<file path="config.mk">
export PLATFORM = sky130hd
export DESIGN_NAME = sine_dds_sequencer
export DESIGN_NICKNAME = d
export VERILOG_FILES = /design/src/rtl/sine_dds_pkg.sv /design/src/rtl/sine_phase_acc.sv /design/src/rtl/sine_dds_sequencer.sv
export SDC_FILE = /design/constraint.sdc
export NUM_CORES = 1
export LEC_CHECK = 0
export BUFFER_PORTS_ARGS = -buffer_cell sky130_fd_sc_hd__buf_2
export CELL_PAD_IN_SITES_DETAIL_PLACEMENT = 0
export CELL_PAD_IN_SITES_GLOBAL_PLACEMENT = 1
export CORE_ASPECT_RATIO = 1.5
export CORE_MARGIN = 2
export CORE_UTILIZATION = 43
export CTS_CLUSTER_SIZE = 20
export DETAILED_ROUTE_END_ITERATION = 7
export GPL_TIMING_DRIVEN = 0
export PLACE_DENSITY_LB_ADDON = 0.1
export SLEW_MARGIN = 25
export SYNTH_ARGS = -nofsm -noshare
export SYNTH_HDL_FRONTEND = slang
export SYNTH_SLANG_ARGS = --single-unit
</file>
<file path="constraint.sdc">
create_clock -name clk -period 3.3 [get_ports clk]
set_clock_uncertainty 0.05 [all_clocks]
set_input_delay 0.66 -clock clk [delete_from_list [all_inputs] [get_ports clk]]
set_output_delay 0.66 -clock clk [all_outputs]
set_load 0.01 [all_outputs]
</file>
<file path="src/rtl/sine_dds_pkg.sv">
// Shared types and defaults for the sine DDS sequencer.
package sine_dds_pkg;

    localparam int unsigned DEF_AW       = 8;
    localparam int unsigned DEF_DW       = 8;
    localparam int unsigned DEF_PW       = 16;
    localparam int unsigned DRAIN_CYCLES = 2;

    typedef enum logic [1:0] {
        StIdle  = 2'd0,
        StPlay  = 2'd1,
        StDrain = 2'd2
    } state_t;

endpackage

</file>
<file path="src/rtl/sine_phase_acc.sv">
// Phase accumulator with load and enable.
// Presents the top AW bits of the phase as the table address.
module sine_phase_acc
    import sine_dds_pkg::*;
#(
    parameter int unsigned AW = DEF_AW,
    parameter int unsigned PW = DEF_PW
) (
    input  logic          i_clk,
    input  logic          i_rst,
    input  logic          i_load,
    input  logic [PW-1:0] i_load_val,
    input  logic          i_en,
    input  logic [PW-1:0] i_step,
    output logic [AW-1:0] o_addr
);

    logic [PW-1:0] r_phase;

    always_ff @(posedge i_clk) begin
        if (i_rst) begin
            r_phase <= '0;
        end else if (i_load) begin
            r_phase <= i_load_val;
        end else if (i_en) begin
            r_phase <= r_phase + i_step;
        end
    end

    assign o_addr = r_phase[PW-1 -: AW];

endmodule

</file>
<file path="src/rtl/sine_dds_sequencer.sv">
// Sequences a single-port sine RAM: table loading in IDLE, phase-swept playback in PLAY,
// and a two-stage read pipeline that turns RAM output into a valid-tagged sample stream.
module sine_dds_sequencer
    import sine_dds_pkg::*;
#(
    parameter int unsigned AW = DEF_AW,
    parameter int unsigned DW = DEF_DW,
    parameter int unsigned PW = DEF_PW
) (
    input  logic          clk,
    input  logic          rst,
    input  logic          start,
    input  logic          stop,
    input  logic [PW-1:0] ftw,
    input  logic          wr_valid,
    output logic          wr_ready,
    input  logic [AW-1:0] wr_addr,
    input  logic [DW-1:0] wr_data,
    output logic [AW-1:0] ram_addr,
    output logic          ram_we,
    output logic [DW-1:0] ram_din,
    input  logic [DW-1:0] ram_qout,
    output logic [DW-1:0] sample,
    output logic          sample_valid,
    output logic          busy
);

    state_t        r_state;
    state_t        w_state_d;
    logic [1:0]    r_drain_cnt;
    logic [1:0]    w_drain_cnt_d;
    logic [PW-1:0] r_ftw_q;
    logic [AW-1:0] r_ram_addr;
    logic          r_ram_we;
    logic [DW-1:0] r_ram_din;
    logic          r_rd_vld;
    logic          r_rd_vld_d;
    logic [DW-1:0] r_sample;
    logic          r_sample_valid;

    logic          w_wr_acc;
    logic          w_start_acc;
    logic          w_acc_en;
    logic [AW-1:0] w_phase_addr;

    assign wr_ready = (r_state == StIdle) && !rst;

    always_comb begin
        w_state_d     = r_state;
        w_drain_cnt_d = r_drain_cnt;
        w_wr_acc      = 1'b0;
        w_start_acc   = 1'b0;
        w_acc_en      = 1'b0;
        unique case (r_state)
            StIdle: begin
                // A write handshake beats start; stop vetoes a simultaneous start.
                if (wr_valid && wr_ready) begin
                    w_wr_acc = 1'b1;
                end else if (start && !stop) begin
                    w_start_acc = 1'b1;
                    w_state_d   = StPlay;
                end
            end
            StPlay: begin
                if (stop) begin
                    w_state_d     = StDrain;
                    w_drain_cnt_d = 2'd0;
                end else begin
                    w_acc_en = 1'b1;
                end
            end
            StDrain: begin
                if (r_drain_cnt == 2'(DRAIN_CYCLES - 1)) begin
                    w_state_d = StIdle;
                end else begin
                    w_drain_cnt_d = r_drain_cnt + 2'd1;
                end
            end
            default: w_state_d = StIdle;
        endcase
    end

    always_ff @(posedge clk) begin
        if (rst) begin
            r_state     <= StIdle;
            r_drain_cnt <= 2'd0;
        end else begin
            r_state     <= w_state_d;
            r_drain_cnt <= w_drain_cnt_d;
        end
    end

    sine_phase_acc #(
        .AW(AW),
        .PW(PW)
    ) u_phase_acc (
        .i_clk      (clk),
        .i_rst      (rst),
        .i_load     (w_start_acc),
        .i_load_val (ftw),
        .i_en       (w_acc_en),
        .i_step     (r_ftw_q),
        .o_addr     (w_phase_addr)
    );

    always_ff @(posedge clk) begin
        if (rst) begin
            r_ftw_q        <= '0;
            r_ram_addr     <= '0;
            r_ram_we       <= 1'b0;
            r_ram_din      <= '0;
            r_rd_vld       <= 1'b0;
            r_rd_vld_d     <= 1'b0;
            r_sample       <= '0;
            r_sample_valid <= 1'b0;
        end else begin
            r_ram_we   <= w_wr_acc;
            r_rd_vld   <= w_start_acc || w_acc_en;
            r_rd_vld_d <= r_rd_vld;
            if (w_wr_acc) begin
                r_ram_addr <= wr_addr;
                r_ram_din  <= wr_data;
            end else if (w_start_acc) begin
                r_ram_addr <= '0;
            end else if (w_acc_en) begin
                r_ram_addr <= w_phase_addr;
            end
            if (w_start_acc) begin
                r_ftw_q <= ftw;
            end
            // RAM output lags the address by one cycle; sample it when that read was valid.
            if (r_rd_vld_d) begin
                r_sample <= ram_qout;
            end
            r_sample_valid <= r_rd_vld_d;
        end
    end

    assign ram_addr     = r_ram_addr;
    assign ram_we       = r_ram_we;
    assign ram_din      = r_ram_din;
    assign sample       = r_sample;
    assign sample_valid = r_sample_valid;
    assign busy         = (r_state != StIdle);

endmodule

</file>
=== Yosys cells after proc, flatten, opt, wreduce, memory -nomap -nowiden ===
Cells that the tools add are included.

* Flip-flop bits (word level): 64
* Input bits: 45
* Output and inout port bits: 28
* Word-level logic and storage cells: 54

* $add $sub $neg: 2
* Equality and inequality tests: 8
* Multiplexer cells: 20
* Reduce and logical (&&, ||, !) cells: 13

{| class="wikitable"
|+ Operators with widths
! cell !! number
|-
| $mux 16 || 2
|-
| $mux 8 || 3
|-
| $add 16x16->16 || 1
|-
| $mux 2 || 6
|-
| $ne 2x2->1 const B || 4
|-
| $mux 1 || 7
|-
| $pmux 2 s3 || 1
|-
| $reduce_bool 2->1 || 3
|-
| $eq 2x1->1 const B || 2
|-
| $pmux 2 s2 || 1
|-
| $reduce_and 4->1 || 1
|-
| $logic_and 1x1->1 || 3
|-
| $reduce_and 3->1 || 1
|-
| $reduce_bool 3->1 || 1
|-
| $add 2x1->2 const B || 1
|-
| $eq 2x2->1 const B || 1
|-
| $logic_not 1->1 || 2
|-
| $logic_not 2->1 || 1
|-
| $ne 2x1->1 const B || 1
|-
| $logic_or 1x1->1 || 1
|}

=== Logic depth before layout (Yosys ltp) ===
Gate-level depths: netlist of the first run.

* Depth in word-level cells: 7
* Gate-level depth with buffers: 8
* Mapped depth without buffers: 8

=== Cells and area by module ===
From an unflattened synthesis of the first run, not the netlist that was laid out.

* Cell total of the unflattened synthesis: 382
* Area total of the unflattened synthesis: 3241.9 um^2

{| class="wikitable"
|+ Modules (own cells, without submodules)
! module !! times used !! cells an instance !! area an instance (um^2) !! seq. area each (um^2)
|-
| sine_dds_sequencer || 1 || 207 || 1805.5 || 960.9
|-
| sine_phase_acc || 1 || 175 || 1436.4 || 320.3
|}

=== Worst setup path before layout of the first run ===
Ideal clock, no wire load.

* Path type: input port to output port
* Start point: input rst
* End point: output wr_ready
* Arrival time: 1518 ps
* Data required time: 2590 ps
* Path slack: 1072 ps
* Cell stages on the path: 4
* Path buffers: 3
* Path through: buf_4 clkbuf_1 clkbuf_1 nor2_1

* Cells in the longest elaborated chain, start to end: 2

{| class="wikitable"
|+ RTL lines
! element !! line !! RTL
|-
| start, declared || sine_dds_sequencer.sv:11 || <nowiki>input logic rst,</nowiki>
|-
| $logic_not 1->1 || sine_dds_sequencer.sv:46 || <nowiki>assign wr_ready = (r_state == StIdle) && !rst;</nowiki>
|-
| $logic_and 1x1->1 || sine_dds_sequencer.sv:46 ||
|-
| end, declared || sine_dds_sequencer.sv:16 || <nowiki>output logic wr_ready,</nowiki>
|}

Every way passes these cells.

=== Worst setup path in the final report of the first run ===
Ends and elaborated chain as after synthesis.

==> results of run 1 <==
## synth_stat cells (2+ instances only)
cell / number
clkbuf_1: 12
a21oi_1: 44
a21boi_0: 5
nor2b_1: 3
o21ai_1: 2
xor2_1: 7
buf_2: 7
nand2_2: 4
nand4_1: 3
a311oi_2: 2
o22ai_1: 6
nand2_1: 61
nand2b_1: 4
inv_1: 4
buf_6: 4
a221o_1: 2
a22oi_1: 10
nor3_1: 3
nand3_1: 18
a31oi_1: 5
a21o_1: 8
mux2i_1: 10
o21ai_0: 15
dfxtp_1: 64
ha_1: 16
or2_2: 4
o221ai_1: 4
nor2_1: 23
xnor2_1: 5
## routing by layer
metal / GRT usage / up-vias / wire length, µm
met3: 0.0508 / 14 / 380
met5: 0 / - / 0
met2: 0.357 / 73 / 3960
met4: 0.0831 / 0 / 147
li1: - / 1491 / -
met1: 0.268 / 1405 / 3590
## stage by stage
step | instance area, µm² | instances | worst slack (ns) | utilization
5_1_grt | 3870 | 560 | 0.481 | 0.539
3_3_place_gp | 3650 | 544 | 0.593 | 0.508
2_1_floorplan | 3170 | 373 | 1.07 | -
6_report | 3870 | 560 | 0.576 | 0.539
3_5_place_dp | 3650 | 544 | 0.555 | 0.508
4_1_cts | 3870 | 560 | 0.566 | 0.539
## power by group through the flow
stage | Clock [mW] | Combinational [mW] | Sequential, mW
2_1_floorplan | 0 | 0.179 | 0.864
3_3_place_gp | 0 | 0.275 | 0.862
3_5_place_dp | 0 | 0.279 | 0.863
4_1_cts | 0.773 | 0.279 | 0.846
5_1_grt | 0.806 | 0.314 | 0.851
6_report | 0.763 | 0.277 | 0.846
## cells by family (layout without fill, tap and decap cells)
logic type | count (synthesis) | after routing | share of synthesized area
AOI/OAI and AO/OA | 111 | 111 | 0.226
xor gates and xnor gates | 12 | 12 | 0.0332
adders and majority gates | 17 | 17 | 0.0695
muxes | 10 | 10 | 0.0316
buffers and inverters | 29 | 116 | 0.0486
DFF | 64 | 64 | 0.405
and+or+nand+nor | 130 | 130 | 0.186
## flip-flops by register name, summed over array words and instances, names as in the netlist
| signal | cells |
|---|---|
| ram_din | 8 |
| sample_valid | 1 |
| r_ftw_q | 16 |
| r_rd_vld | 1 |
| ram_we | 1 |
| r_drain_cnt | 2 |
| r_rd_vld_d | 1 |
| ram_addr | 8 |
| u_phase_acc.r_phase | 16 |
| sample | 8 |
| r_state | 2 |
## layout make-up
type	instances	area, µm²
Buffer	24	133
Clock buffer	11	141
Clock inverter	5	80.1
Fill cell	711	3310
Inverter	5	21.3
Multi-Input combinational cell	280	1730
Sequential cell	64	1280
Tap cell	100	125
Timing Repair Buffer	71	355
## worst min-delay path, cell delays in order (launching register included)
cell	delay, ns
dfxtp_1	0.31
nand3_1	0.06
nand2_1	0.05
## placed cells by master (no fill, tap or decap), drive strengths merged, types with 6 or more instances in the layout
cell,instances
xor2,7
clkbuf,23
a21o,8
a22oi,10
ha,16
mux2i,10
nand2,65
nand3,18
nor2,24
a21boi,6
o22ai,6
dfxtp,64
o21ai,17
a21oi,46
buf,83
## worst max path at each step
stage,startpoint,end,slack (ns),cells after the start
after floorplan,rst,wr_ready,1.07,4
after global placement,rst,wr_ready,0.59,5
after detailed placement,rst,wr_ready,0.56,5
after CTS,rst,wr_ready,0.57,5
after global routing,rst,wr_ready,0.48,5
final,rst,wr_ready,0.58,5
==> impl_metrics.tcl, run 1 <==
set metrics [dict create \
    status "finished, final reports clean" \
    wl_per_cell_um 14.4 \
    insertedDiodeCount 0 \
    power_frac_clock 0.405 \
    syn_inst 373 \
    critPathMaxStageDelay_ns 0.56 \
    path_class "input pin to output port" \
    hold_end "ram_din[0]$_SDFFE_PP0P_" \
    r2r_slack_ns 0.78 \
    overflow 0 \
    num_vias 2983 \
    grt_usage 0.216 \
    rsz0062_at_grt "false" \
    crit_top_cell "clkbuf_1" \
    period_needed_ns 2.72 \
    tightest_slew_ns 0.739 \
    maxSlewHeadroom 0.504 \
    synth-edff-count 0 \
    path_clk_slew_ns 0.07 \
    synthArstFlopShare 0 \
    die_w_um 74.1 \
    cts_tree "done" \
    hold_class "flip-flop to flip-flop" \
    leakage_nw 1.73 \
    synth.distinct_cells 47 \
    dp_hpwl_um 6060 \
    ctsHoldBuffers 0 \
    vias_per_cell 5.33 \
    worstReg2RegEnd "u_phase_acc.r_phase[12]$_SDFFE_PP0P_" \
    critPathMaxFanout 10 \
    peakVddDrop_mv 0.244 \
    drive_gt1_frac 0.254 \
    yosys_warnings 0 \
    post-route-period-util 0.825 \
    area_delta_synth_final_pct 22.2 \
    cp_data_required_time_ns 2.59 \
    worstHoldStart "ram_din[0]$_SDFFE_PP0P_" \
    switchingPower_mw 0.510 \
    antenna_found_initial 0 \
    cts_num_sinks 64 \
    avgSynthCellArea_um2 8.49 \
    cts_resized 0 \
    ios 73 \
    synth_nets 435 \
    grt_pass1_vias 2812 \
    setup_tns_ns 0 \
    design.core.area_um2 7180 \
    hold_slack_ns 0.404 \
    synth_area_leaders "dfxtp_1 40%, nand2_1 7.2%, a21oi_1 7.0%, ha_1 6.3%, mux2i_1 3.2%" \
    grt_pass1_wl_um 13300 \
    std_cell_rows 38 \
    holdPathStages 2 \
    port_buffers 71 \
    drt_first_iter_violations 126 \
    start_util 0.441 \
    power_density_nw_per_um2 488 \
    critPathSlowestCell "clkbuf_1" \
    cp.arrival_ns 2.01 \
    cts_made_buffers 9 \
    htreeDepth 3 \
    ys_ff_latch 64 \
    power_frac_comb 0.147 \
    seq_power_share 0.449 \
    cp_top_family "buffers and inverters" \
    drc 0 \
    post_cts_buffers 0 \
    setup_viol_count_final 0 \
    postRouteAntennaNets 0 \
    ys_seq_area_frac 0.405 \
    clkLatencyLatePin_ns 0.35 \
    clock_path_buffers 2 \
    grt_max_degree 12 \
    dieArea_um2 8080 \
    r2r_cells 8 \
    fp.dieH_um 109 \
    gp_congestion 0.854 \
    drt_first_pass_iters 4 \
    wl_um 8080 \
    synth_flop_cell "dfxtp_1" \
    synth_top_cell_by_area "dfxtp_1" \
    cp_num_buf_inv 4 \
    crit_chain "buf_4 > clkbuf_1 > clkbuf_1 > nor2_1 > buf_2" \
    synth_area_um2 3170 \
    p_int_mw 1.38 \
    yosysTopAreaCellShare 0.405 \
    fin_nets 517 \
    cp-start-kind "input pin" \
    total_power_mw 1.89 \
    endpoint_kind "output port" \
    clock.fmax_mhz 367 \
    clock-root-buffer "clkbuf_8" \
    swShare 0.270 \
    maxSlewViolCount 0 \
    hold_violations 0 \
    r2r_start "r_ftw_q[0]$_SDFFE_PP0P_" \
    drv_cap 0 \
]
Note: power is estimated with default switching activity, not from simulation.
==> run 2: changes to the inputs <==
--- a/config.mk
+++ b/config.mk
@@ -10,7 +10,7 @@
 export CELL_PAD_IN_SITES_GLOBAL_PLACEMENT = 1
 export CORE_ASPECT_RATIO = 1.5
 export CORE_MARGIN = 2
-export CORE_UTILIZATION = 43
+export CORE_UTILIZATION = 40
 export CTS_CLUSTER_SIZE = 20
 export DETAILED_ROUTE_END_ITERATION = 7
 export GPL_TIMING_DRIVEN = 0
==> constraint.sdc (replaced) <==
create_clock -name clk -period 2.65 [get_ports clk]
set_clock_uncertainty 0.05 [all_clocks]
set_input_delay 0.53 -clock clk [delete_from_list [all_inputs] [get_ports clk]]
set_output_delay 0.53 -clock clk [all_outputs]
set_load 0.01 [all_outputs]
==> impl_metrics.tcl, run 2 (synthesized netlist as in run 1, its figures left out) <==
set metrics [dict create \
    ios 73 \
    hold_class "input pin to flip-flop" \
    cp.arrival_ns 2.64 \
    maxSlewHeadroom 0.519 \
    mostFrequentLayoutCells "78 x buf_2, 64 x dfxtp_1, 61 x nand2_1" \
    fillers 778 \
    drc 0 \
    clkLatencyLatePin_ns 0.33 \
    fin_nets 517 \
    multi_input_area_um2 1730 \
    antenna_found_initial 0 \
    cts_resized 0 \
    endpoint_kind "flip-flop" \
    dieArea_um2 8660 \
    cp_data_required_time_ns 2.79 \
    layout_commonest_cell "buf_2" \
    fp.dieH_um 113 \
    cp-start-kind "flip-flop" \
    cts_tree "done" \
    drv_cap 0 \
    drt_first_pass_iters 4 \
    peakVddDrop_mv 0.414 \
    grt_usage 0.208 \
    cts_made_buffers 9 \
    status "finished, final reports clean" \
    gp_congestion 0.863 \
    overflow 0 \
    rsz0062_at_grt "false" \
    path_class "flip-flop to flip-flop" \
    top_regs "r_ftw_q (16), u_phase_acc.r_phase (16)" \
    wl_per_cell_um 15.0 \
    std_cell_rows 39 \
    clock-root-buffer "clkbuf_16" \
    post-route-period-util 0.940 \
    htreeDepth 3 \
    fin_util 0.516 \
    start_util 0.413 \
    hold_violations 0 \
    total_power_mw 2.57 \
    vias_per_cell 5.24 \
    dp_hpwl_um 6240 \
    port_buffers 71 \
    power_density_nw_per_um2 650 \
    cts_num_sinks 64 \
    die_w_um 76.7 \
    path_clk_slew_ns 0.05 \
    period_needed_ns 2.49 \
    r2r_slack_ns 0.16 \
    grt_max_degree 11 \
    wl_um 8430 \
    area.sequential_um2 1280 \
    design.core.area_um2 7660 \
    maxSlewViolCount 0 \
    setup_viol_count_final 0 \
    postRouteAntennaNets 0 \
    clock.fmax_mhz 401 \
    num_vias 2945 \
    post_cts_buffers 0 \
    leakage_nw 1.78 \
    setup_tns_ns 0 \
    ctsHoldBuffers 0 \
    clock_path_buffers 2 \
    drive_gt1_frac 0.257 \
    grt_pass1_vias 2906 \
    area_delta_synth_final_pct 24.9 \
    insertedDiodeCount 0 \
    drt_first_iter_violations 139 \
    critPathMaxFanout 4 \
    tightest_slew_ns 0.717 \
    grt_pass1_wl_um 14100 \
]
[run 2: changes by cell type in the layout (fill, tap and decap cells not counted), sizes merged]
| cell | delta |
|---|---|
| clkbuf | +3 |
| bufinv | -2 |
| clkinvlp | -2 |
| clkinv | +1 |
[run 2: cell type report]
cell class,instances,area share
Buffer,24,0.0335
Clock buffer,14,0.0744
Clock inverter,2,0.00253
Inverter,5,0.00538
Multi-Input combinational cell,280,0.438
Sequential cell,64,0.324
Tap cell,102,0.0323
Timing Repair Buffer,71,0.0899
[run 2: power breakdown]
| group | internal (mW) | switching (mW) |
|---|---|---|
| sequential | 1.02 | 0.0375 |
| combinational | 0.144 | 0.204 |
| clock | 0.757 | 0.410 |
| total | 1.92 | 0.651 |
[run 2: final timing paths]
path,start,depth (start not counted),endpoint
worst max-delay path,r_ftw_q[0]$_SDFFE_PP0P_,8,u_phase_acc.r_phase[12]$_SDFFE_PP0P_
worst min-delay path,wr_data[0],3,ram_din[0]$_SDFFE_PP0P_
worst max register to register,r_ftw_q[0]$_SDFFE_PP0P_,8,u_phase_acc.r_phase[12]$_SDFFE_PP0P_
worst min register to register,r_rd_vld$_SDFF_PP0_,1,r_rd_vld_d$_SDFF_PP0_
[run 2: per-layer routing]
| layer | GRT usage | wire length [µm] | up-vias |
|---|---|---|---|
| met4 | 0.0909 | 205 | 0 |
| met3 | 0.0670 | 527 | 12 |
| met1 | 0.242 | 3750 | 1360 |
| met2 | 0.348 | 3950 | 89 |
| li1 | - | - | 1484 |
| met5 | 0 | 0 | - |
[run 2: worst max-delay path, stage by stage (launching register included)]
cell	delay, ns
dfxtp_1	0.31
ha_1	0.22
fa_1	0.40
a21o_1	0.23
a221oi_2	0.48
nor3_1	0.14
a211oi_2	0.25
xor2_1	0.18
o22ai_1	0.09
[run 2: per-stage QoR]
stage	worst slack (ns)	instance area, µm²	std cells	hold WS, ns
2_1_floorplan	0.502	3170	373	0.364
3_3_place_gp	0.188	3650	546	0.378
3_5_place_dp	0.159	3650	546	0.388
4_1_cts	0.145	3950	562	0.324
5_1_grt	0.0219	3950	562	0.338
6_report	0.159	3950	562	0.333
==> run 3: changes to the inputs <==
--- a/config.mk
+++ b/config.mk
@@ -14,6 +14,7 @@
 export CTS_CLUSTER_SIZE = 20
 export DETAILED_ROUTE_END_ITERATION = 7
 export GPL_TIMING_DRIVEN = 0
+export MAX_ROUTING_LAYER = met4
 export PLACE_DENSITY_LB_ADDON = 0.1
 export SLEW_MARGIN = 25
 export SYNTH_ARGS = -nofsm -noshare
==> impl_metrics.tcl, run 3 (synthesized netlist as in run 1, its figures left out) <==
set metrics [dict create \
    status "finished, final reports clean" \
    drt_first_iter_violations 135 \
    power_density_nw_per_um2 650 \
    postRouteAntennaNets 0 \
    r2r_cells 8 \
    holdPathStages 3 \
    cp_data_required_time_ns 2.79 \
    critPathMaxFanout 4 \
    drv_cap 0 \
    dieArea_um2 8660 \
    cp-start-kind "flip-flop" \
    clock-root-buffer "clkbuf_16" \
    swShare 0.253 \
    antenna_found_initial 0 \
    critPathMaxStageDelay_ns 0.46 \
    die_w_um 76.7 \
    total_power_mw 2.57 \
    insertedDiodeCount 0 \
    ctsHoldBuffers 0 \
    port_buffers 71 \
    rsz0062_at_grt "false" \
    std_cell_rows 39 \
    hold_violations 0 \
    p_int_mw 1.92 \
    grt_max_degree 11 \
    overflow 0 \
    fp.dieH_um 113 \
    maxSlewViolCount 0 \
    post-route-period-util 0.933 \
    cts_resized 0 \
    cp_top_family "compound AO/OA/AOI/OAI gates" \
    crit_chain "ha_1 > fa_1 > a21o_1 > a221oi_2 > nor3_1 > a211oi_2 > xor2_1 > o22ai_1" \
    setup_tns_ns 0 \
    fin_cells 562 \
    switchingPower_mw 0.651 \
    power_frac_comb 0.135 \
    fin_util 0.516 \
    path_depth 8 \
    maxSlewHeadroom 0.518 \
    drive_gt1_frac 0.257 \
    grt_usage 0.213 \
    dp_hpwl_um 6240 \
    critPathSlowestCell "a221oi_2" \
    setup_ws_ns 0.177 \
    post-place-ws_ns 0.159 \
    num_vias 2948 \
    post_cts_buffers 0 \
    clock_path_buffers 2 \
    dpl.cell_count 546 \
    hold_class "input pin to flip-flop" \
    leakage_nw 1.78 \
    cp.arrival_ns 2.62 \
    htreeDepth 3 \
    power_frac_clock 0.454 \
    grt_pass1_wl_um 14000 \
    final_area_um2 3950 \
    cts_made_buffers 9 \
    cts_num_sinks 64 \
    wl_per_cell_um 14.9 \
    vias_per_cell 5.25 \
    clock.fmax_mhz 404 \
    drc 0 \
    endpoint_kind "flip-flop" \
    path_class "flip-flop to flip-flop" \
    ios 73 \
    peakVddDrop_mv 0.414 \
    hold_slack_ns 0.334 \
    layout_commonest_cell "buf_2" \
    fin_nets 517 \
    period_needed_ns 2.47 \
    design.core.area_um2 7660 \
    gp_congestion 0.877 \
    area_delta_synth_final_pct 24.9 \
    drt_first_pass_iters 4 \
    setup_viol_count_final 0 \
    wl_um 8400 \
    mostFrequentLayoutCells "78 x buf_2, 64 x dfxtp_1, 61 x nand2_1" \
    tightest_slew_ns 0.719 \
    cp_num_buf_inv 0 \
    seq_power_share 0.411 \
    cts_tree "done" \
    path_clk_slew_ns 0.05 \
    grt_pass1_vias 2909 \
    clkLatencyLatePin_ns 0.33 \
    place_area_um2 3650 \
    top_regs "r_ftw_q (16), u_phase_acc.r_phase (16)" \
    start_util 0.413 \
]
## run 3: cell counts in the layout (fill, tap and decap cells not counted)
No cell type changed its count.
## run 3: power groups by stage
stage                     clock network (mW)  logic [mW]  registers [mW]
after floorplan                            0       0.223            1.08
after global placement                     0       0.345            1.07
after detailed placement                   0       0.347            1.08
after CTS                               1.20       0.350            1.06
after global routing                    1.23       0.391            1.06
final                                   1.17       0.347            1.06
## run 3: path summary, 6_finish.rpt
check | start | endpoint | slack, ns
max reg2reg | r_ftw_q[0]$_SDFFE_PP0P_ | u_phase_acc.r_phase[12]$_SDFFE_PP0P_ | 0.18
min reg2reg | ram_din[0]$_SDFFE_PP0P_ | ram_din[0]$_SDFFE_PP0P_ | 0.40
min | wr_data[0] | ram_din[0]$_SDFFE_PP0P_ | 0.33
max | r_ftw_q[0]$_SDFFE_PP0P_ | u_phase_acc.r_phase[12]$_SDFFE_PP0P_ | 0.18
## run 3: metal layers
layer	vias to the layer above	GRT usage	wire length (µm)
met3	12	0.0455	427
met4	0	0.105	150
met5	-	-	0
met1	1367	0.248	3820
met2	86	0.348	4000
li1	1483	-	-
## run 3: area by class of cell
cell class / count / area (µm²)
fillers: 778 / 3710
multi-input cells: 280 / 1730
flip-flops and latches: 64 / 1280
repair buffers: 71 / 355
clock buffers: 14 / 294
plain buffers: 24 / 133
well taps: 102 / 128
inverters: 5 / 21.3
clock inverters: 2 / 10.0
## run 3: worst min-delay path, cell delays in order
cell     delay [ns]
buf_2          0.07
nand2_1        0.04
nand2_1        0.04
